File: src/rtl/nn_fixed_pkg.sv
// Shared Q4.4 fixed-point definitions for the neural-network datapath.
// Used by the MAC neuron, the activation function and the interpolator.
package nn_fixed_pkg;

   localparam int DATA_W = 8;
   localparam int FRAC_W = 4;
   localparam int SAT_W  = 32;

   typedef logic signed [DATA_W-1:0] q4_4_t;

   localparam q4_4_t Q_MAX = 8'sh7F;
   localparam q4_4_t Q_MIN = 8'sh80;

   localparam logic signed [SAT_W-1:0] SAT_HI = 32'sd127;
   localparam logic signed [SAT_W-1:0] SAT_LO = -32'sd128;

   typedef enum logic [1:0] {
      IDLE,
      ACCUM,
      DONE
   } mac_state_t;

   // Accumulator is Q.(2*FRAC_W); drop FRAC_W bits by floor, then clip to Q4.4.
   function automatic q4_4_t sat_q44(input logic signed [SAT_W-1:0] acc);
      logic signed [SAT_W-1:0] t;
      t = acc >>> FRAC_W;
      if (t > SAT_HI) begin
         return Q_MAX;
      end else if (t < SAT_LO) begin
         return Q_MIN;
      end
      return t[DATA_W-1:0];
   endfunction

endpackage

File: src/rtl/nn_sat_rescale.sv
// Combinational rescale of a wide Q.8 accumulator down to a saturated Q4.4 value.
module nn_sat_rescale
   import nn_fixed_pkg::*;
#(
   parameter int ACC_W = 20
) (
   input  logic signed [ACC_W-1:0]  acc,
   output logic        [DATA_W-1:0] z
);

   logic signed [SAT_W-1:0] acc_ext;

   assign acc_ext = SAT_W'(acc);
   assign z       = sat_q44(acc_ext);

endmodule

File: src/rtl/neuron_mac_serial.sv
// Serial multiply-accumulate neuron: z = bias + sum(x[i]*w[i]), one pair per handshake,
// rescaled and saturated to Q4.4 for the downstream activation function.
module neuron_mac_serial #(
   parameter int N_INPUTS = 2,
   parameter int DATA_W   = 8,
   parameter int FRAC_W   = 4,
   parameter int ACC_W    = 20
) (
   input  logic              clk,
   input  logic              rst,
   input  logic              start,
   input  logic [DATA_W-1:0] bias,
   input  logic [DATA_W-1:0] x_in,
   input  logic [DATA_W-1:0] w_in,
   input  logic              in_valid,
   output logic              in_ready,
   output logic [DATA_W-1:0] z_value,
   output logic              z_valid,
   input  logic              z_ready,
   output logic              busy
);

   localparam int CNT_W = (N_INPUTS > 1) ? $clog2(N_INPUTS) : 1;

   nn_fixed_pkg::mac_state_t state;
   nn_fixed_pkg::mac_state_t state_next;

   logic signed [2*DATA_W-1:0] prod;
   logic signed [ACC_W-1:0]    prod_ext;
   logic signed [ACC_W-1:0]    bias_aligned;
   logic signed [ACC_W-1:0]    acc;
   logic signed [ACC_W-1:0]    acc_sum;
   logic        [CNT_W-1:0]    cnt;
   logic        [DATA_W-1:0]   z_sat;
   logic                       take;
   logic                       last;

   assign prod         = $signed(x_in) * $signed(w_in);
   assign prod_ext     = ACC_W'(prod);
   assign bias_aligned = ACC_W'($signed(bias)) <<< FRAC_W;
   assign acc_sum      = acc + prod_ext;

   // The handshake is qualified by state directly so in_ready stays a pure FSM output.
   assign take = in_valid && (state == nn_fixed_pkg::ACCUM);
   assign last = take && (cnt == CNT_W'(N_INPUTS - 1));

   // Saturation sees the sum including the final product, so z_value is ready on that edge.
   nn_sat_rescale #(
      .ACC_W (ACC_W)
   ) u_sat (
      .acc (acc_sum),
      .z   (z_sat)
   );

   always_ff @(posedge clk or posedge rst) begin
      if (rst) begin
         state <= nn_fixed_pkg::IDLE;
      end else begin
         state <= state_next;
      end
   end

   always_comb begin
      state_next = state;
      in_ready   = 1'b0;
      z_valid    = 1'b0;
      busy       = 1'b1;
      case (state)
         nn_fixed_pkg::IDLE: begin
            busy = 1'b0;
            if (start) begin
               state_next = nn_fixed_pkg::ACCUM;
            end
         end
         nn_fixed_pkg::ACCUM: begin
            in_ready = 1'b1;
            if (last) begin
               state_next = nn_fixed_pkg::DONE;
            end
         end
         nn_fixed_pkg::DONE: begin
            z_valid = 1'b1;
            if (z_ready) begin
               state_next = nn_fixed_pkg::IDLE;
            end
         end
         default: begin
            state_next = nn_fixed_pkg::IDLE;
         end
      endcase
   end

   always_ff @(posedge clk or posedge rst) begin
      if (rst) begin
         acc     <= '0;
         cnt     <= '0;
         z_value <= '0;
      end else begin
         if ((state == nn_fixed_pkg::IDLE) && start) begin
            acc <= bias_aligned;
            cnt <= '0;
         end
         if (take) begin
            acc <= acc_sum;
            cnt <= cnt + CNT_W'(1);
            if (last) begin
               z_value <= z_sat;
            end
         end
      end
   end

endmodule

File: config.mk
export PLATFORM = sky130hd
export DESIGN_NAME = neuron_mac_serial
export DESIGN_NICKNAME = d
export VERILOG_FILES = /design/src/rtl/nn_fixed_pkg.sv /design/src/rtl/nn_sat_rescale.sv /design/src/rtl/neuron_mac_serial.sv
export SDC_FILE = /design/constraint.sdc
export NUM_CORES = 1
export LEC_CHECK = 0
export ABC_AREA = 0
export BUFFER_PORTS_ARGS = -buffer_cell sky130_fd_sc_hd__clkbuf_2
export CORE_ASPECT_RATIO = 0.8
export CORE_MARGIN = 3
export CORE_UTILIZATION = 40
export CTS_BUF_LIST = sky130_fd_sc_hd__clkbuf_4 sky130_fd_sc_hd__clkbuf_8
export DETAILED_ROUTE_END_ITERATION = 10
export PLACE_DENSITY_LB_ADDON = 0.08
export SLEW_MARGIN = 15
export SYNTH_ARGS = -nofsm -noshare
export SYNTH_HDL_FRONTEND = slang
export SYNTH_SLANG_ARGS = --single-unit
File: constraint.sdc
create_clock -name clk -period 9.8 [get_ports clk]
set_input_delay 0.98 -clock clk [delete_from_list [all_inputs] [get_ports clk]]
set_output_delay 0.98 -clock clk [all_outputs]
set_load 0.01 [all_outputs]
# --- After elaboration in Yosys (flattened, before gate mapping) ---
# Index checks and enable logic that the tools add are counted.
# Widths: inputs -> output; s select.
totals:
  n_memories: 0
  word_cells: 37
  romBits: 0
  in_bits: 29
  out_inout_bits: 11
  regBits: 31
  ramBits: 0
  latch_bits: 0
classes:
  shift: 0
  n_addsub: 2
  muxes: 16
  eq_ne: 5
  multipliers: 1
  reduce_logical: 7
  bitwise: 0
  n_div: 0
  magnitude_cmp: 2
op_table:
  columns: ["operator", "n"]
  rows:
  - ["$mux 20", 2]
  - ["$mux 8", 3]
  - ["$add 20x16->20", 1]
  - ["$gt 16x8->1 const B", 1]
  - ["$lt 16x8->1 const B", 1]
  - ["$mul 8x8->16", 1]
  - ["$mux 1", 7]
  - ["$mux 2", 3]
  - ["$ne 2x2->1 const B", 3]
  - ["$pmux 2 s3", 1]
  - ["$logic_and 1x1->1", 3]
  - ["$reduce_and 3->1", 1]
  - ["$eq 2x1->1 const B", 1]
  - ["$eq 2x2->1 const B", 1]
  - ["$logic_not 2->1", 1]
  - ["$reduce_and 2->1", 1]
  - ["$reduce_bool 2->1", 1]
  - ["$add 1x1->1 const B", 1]

# --- Longest topological paths before layout ---
logic_depth:
  depth_word: 6
  mapped_depth: 21
  mapped_depth_nobuf: 20

# --- Modules after synthesis ---
# From an unflattened synthesis, not the netlist that was laid out.
unflattened:
  hier_cells: 509
  hier_area_um2: 5044.8
by_module_without_submodules:
  columns: ["module", "instances", "seq_area_each_um2", "area_per_inst_um2", "cells_per_inst"]
  rows:
  - ["neuron_mac_serial", 1, 775.7, 4897.2, 486]
  - ["nn_sat_rescale", 1, 0.0, 147.6, 23]

# --- Worst setup path before layout ---
# OpenSTA, ideal clock, no wires.
synth_timing:
  path_type: "input -> register"
  start: "in w_in[1]"
  end: "reg z_value[1]"
  required_time_ns: 9.663
  setup_ns: 0.137
  path_slack_ns: 3.273
  n_path_buf: 1
  arrival_ns: 6.390
  stages: 18
  cell_sequence: "clkbuf_1 -> and2_1 -> fa_1 -> fa_1 -> fa_1 -> inv_1 -> fa_1 -> inv_1 -> ha_1 -> ha_1 -> and3_1 -> or3_1 -> o311ai_1 -> a21boi_0 -> o31ai_1 -> nand4b_1 -> o21ai_1 -> o22ai_1"
synth_via:
  elab_chain_len: 6
  elab_cells_between_ends: 8
  classes_between: "add/sub (1); mul (1); order compare (2); mux (4)"
synth_rtl:
  columns: ["element", "line", "rtl"]
  rows:
  - ["start, declared", "neuron_mac_serial.sv:14", "input logic [DATA_W-1:0] w_in,"]
  - ["$mul 8x8->16 (*)", "neuron_mac_serial.sv:38", "assign prod = $signed(x_in) * $signed(w_in);"]
  - ["$add 20x16->20 (*)", "neuron_mac_serial.sv:41", "assign acc_sum = acc + prod_ext;"]
  - ["$lt 16x8->1", "nn_fixed_pkg.sv:29", "end else if (t < SAT_LO) begin"]
  - ["$mux 1", "nn_fixed_pkg.sv:29", null]
  - ["$mux 1", "nn_fixed_pkg.sv:27", "if (t > SAT_HI) begin"]
  - ["$mux 8 (*)", "nn_fixed_pkg.sv:32", "return t[DATA_W-1:0];"]
  - ["end signal, assigned", "neuron_mac_serial.sv:107", "z_value <= z_sat;"]
  - ["end, declared", "neuron_mac_serial.sv:17", "output logic [DATA_W-1:0] z_value,"]
# Every way passes the cells marked *; elsewhere a longest branch is shown, timed or not.
# A chain may end at the register's enable or synchronous reset.

# --- Worst setup path after layout ---
layout_timing:
  start: "in x_in[7]"
  end: "reg z_value[6]"
layout_via:
  elab_chain_len: 6
  elab_cells_between_ends: 8
  classes_between: "add/sub (1); mul (1); order compare (2); mux (4)"
layout_rtl:
  columns: ["element", "line", "rtl"]
  rows:
  - ["start, declared", "neuron_mac_serial.sv:13", "input logic [DATA_W-1:0] x_in,"]
  - ["$mul 8x8->16 (*)", "neuron_mac_serial.sv:38", null]
  - ["$add 20x16->20 (*)", "neuron_mac_serial.sv:41", null]
  - ["$lt 16x8->1", "nn_fixed_pkg.sv:29", null]
  - ["$mux 1", "nn_fixed_pkg.sv:29", null]
  - ["$mux 1", "nn_fixed_pkg.sv:27", null]
  - ["$mux 8 (*)", "nn_fixed_pkg.sv:32", null]
# Marked as above.

==> metrics.md <==
| Metric | Value |
|---|---|
| First-pass GRT wire length | approximately 21 mm |
| Clock skew | 0.00906 ns |
| GR Overflow Total | 0 |
| IO Port Bufs | 39 |
| CTS root buf | clkbuf_8 |
| Die W | 133 µm |
| R2r worst-path depth | 18 |
| ANT nets after route | 0 |
| Full die area | roughly 14000 µm² |
| Cell Rows | 36 |
| Critical path class | input port to flip-flop |
| Clock Latency Late Sink | 0.29 ns |
| WP data arrival | roughly 7.3 ns |
| GRT Total Usage | 18.6% |
| Setup violators final | 0 |
| Drt via density | around 5.1 |
| Asr flop ratio synth | 100% |
| Outcome | finished clean |
| Max clock buf depth | 2 |
| Final Hold Vio Count | 0 |
| TritonCTS sink count | 31 |
| Die height | 108 µm |
| EDFF count, synth | 0 |
| Hold path depth | 2 |
| Synth Cell Area | between 5000 and 6000 µm² |
| DRT iter0 DRCs | 140 |
| DRT Wirelength | 12.1 mm |
| Critical path's slowest cell | and2_1 |
| Final net count | approximately 750 |
| DRC viols | 0 |
| Post_cts resized | 0 |
| Final worst setup slack | between 2 and 3 ns |
| Crit start category | input port |
| Avg WL per Cell | 16.0 µm |
| CP most frequent cell | fa_1 |
| Hpwl dp | between 10 and 15 mm |
| Setup total negative slack | 0 ns |
| DP Worst Slack | ~2.4 ns |
| Critical Path End Type | flip-flop |
| Synth unique cells | 51 |
| Mapped Avg Cell Area | 9.43 µm² |
| Diodes inserted | 0 |
| Most frequent cells in the layout | inv_1 (107), fa_1 (88), nand2_1 (54), ha_1 (46), clkbuf_2 (39) |
| Max transition margin | a little over two fifths |
| RR Endpoint | z_value[6] |
| Largest net degree at the start of global routing | 36 |
| Worst-Margin Slew | around 0.87 ns |
| Core area | between 10000 and 15000 µm² |
| Vias in the first global route | roughly 4.2k |
| Pins Over Slew Limit | 0 |
| Synthesized instance count | between 500 and 600 |
| Top delay family on crit path | adder cells |
| Flop and latch count out of synthesis | 31 |
| FF-to-FF Start | acc[6] |
| Tmin final | just over 7 ns |
| Max cap viols | 0 |
| Total CTS buffers | 5 |
| Seq/Total Area, Yosys | about 15% |
| RSZ-0062 raised after global routing | no |
| Cts hold-fix bufs | 0 |
| Buf/Inv on CP | 3 |
| Vias after detailed routing | approximately 3.8k |
| Most common cell after layout, fill and taps aside | inv_1 |
| P&R area growth vs syn | 9.15% |
| Clock-pin slew on the worst setup and hold paths | 0.06 ns |
| Endpoint, Worst Hold | z_value[7] |
| Initial antenna violation count | 0 |
| Max FO, Critical Path | 13 |
| Syn Nets | 711 |
| Initial core utilization | 41.7% |
| Gpl congestion | ~0.8 |
| Min Hold Slack | between 0.5 and 0.6 ns |
| Pre-Repair DR Iteration Count | 4 |
| Hold_sp | z_value[7] |
| CTS HTree Levels | 2 |
| Share of cells above drive strength 1 | 9.90% |
| Fin crit share | between 70 and 80% |
| Worst EP required | slightly below 10 ns |
| CP Cell Sequence | clkbuf_2, and2_1, inv_1, fa_1, inv_1, fa_1, fa_1, fa_1, fa_1, ha_1, o21a_1, o31a_4, o311ai_1, a21boi_0, o31ai_1, nand4b_1, o21ai_1, o22ai_1 |
| Flop2flop setup slack | a little under 4 ns |
| F_max | about 140 MHz |
| YS warnings | 0 |
| Predominant post-synthesis flop cell | dfrtp_1 |
| Hold Crit Class | flip-flop to flip-flop |
| Boundary Pins | 40 |
| CTS tree | done |
| Fin util | 45.6% |
| Critical Path Max Stage Delay | approximately 0.64 ns |
| Postcts setup bufs | 0 |
==> worst max path at each step <==
stage	startpoint	end	slack (ns)	cells after the start
5_1_grt	w_in[0]	z_value[6]	2.24	18
3_3_place_gp	w_in[0]	z_value[6]	2.63	18
4_1_cts	w_in[0]	z_value[1]	2.69	18
6_report	x_in[7]	z_value[6]	2.68	18
3_5_place_dp	w_in[0]	z_value[1]	2.42	18
2_1_floorplan	w_in[1]	z_value[1]	3.27	18
==> state kept, by name, indices dropped and copies added, names as in the netlist <==
signal   count
cnt          1
acc         20
state        2
z_value      8
==> metrics by stage <==
stage / instance area [µm²] / instances
finish: 5640 / 757
global route: 5640 / 757
CTS: 5640 / 757
detailed placement: 5560 / 750
global placement: 5560 / 750
floorplan: 5170 / 548
==> worst reg2reg max path: cells and delay by family, from the launching register on <==
family / cells / cell delay [ns]
buffers and inverters: 4 / 0.23
flip-flops: 1 / 0.35
AND/OR/NAND/NOR: 1 / 0.17
AO/OA/AOI/OAI: 7 / 2.19
adder cells (fa/ha/maj): 6 / 2.79
==> layout make-up <==
| class | instances | area, µm² |
|---|---|---|
| Timing Repair Buffer | 41 | 210 |
| Fill cell | 1252 | 6740 |
| Clock inverter | 1 | 5.00 |
| Sequential cell | 31 | 776 |
| Tap cell | 171 | 214 |
| Clock buffer | 6 | 82.6 |
| Multi-Input combinational cell | 400 | 3950 |
| Inverter | 107 | 402 |
==> layer usage <==
metal	global-route usage [%]	share of wire (%)	up-vias
met1	28.4	50	1897
li1	-	-	1844
met5	0	0	-
met4	3.08	1.1	0
met3	1.96	4.3	12
met2	29.0	44	80
==> Yosys cell counts (5+ instances only) <==
library cell	number	area (µm²)
a211oi_1	11	82.6
a21o_1	10	75.1
a21oi_1	17	85.1
a31oi_1	5	31.3
and2_1	29	181
and3_1	5	31.3
clkbuf_1	8	30.0
dfrtp_1	31	776
fa_1	88	1760
ha_1	46	576
inv_1	107	402
mux2i_1	6	60.1
nand2_1	54	203
nand4_1	5	31.3
nor2_1	25	93.8
nor3_1	5	25.0
o21ai_0	18	90.1
xnor2_1	11	96.3
==> cell families after synthesis <==
| group | share of synthesized area, % |
|---|---|
| buffers and inverters | 8.52 |
| xor gates and xnor gates | 2.54 |
| and+or+nand+nor | 14.5 |
| adders and majority gates | 45.2 |
| AOI/OAI and AO/OA | 12.9 |
| DFF | 15.0 |
| muxes | 1.38 |
Power is left out: the tool's default activity adds up to more than one toggle a clock period on the data nets, which glitch-free logic cannot reach.
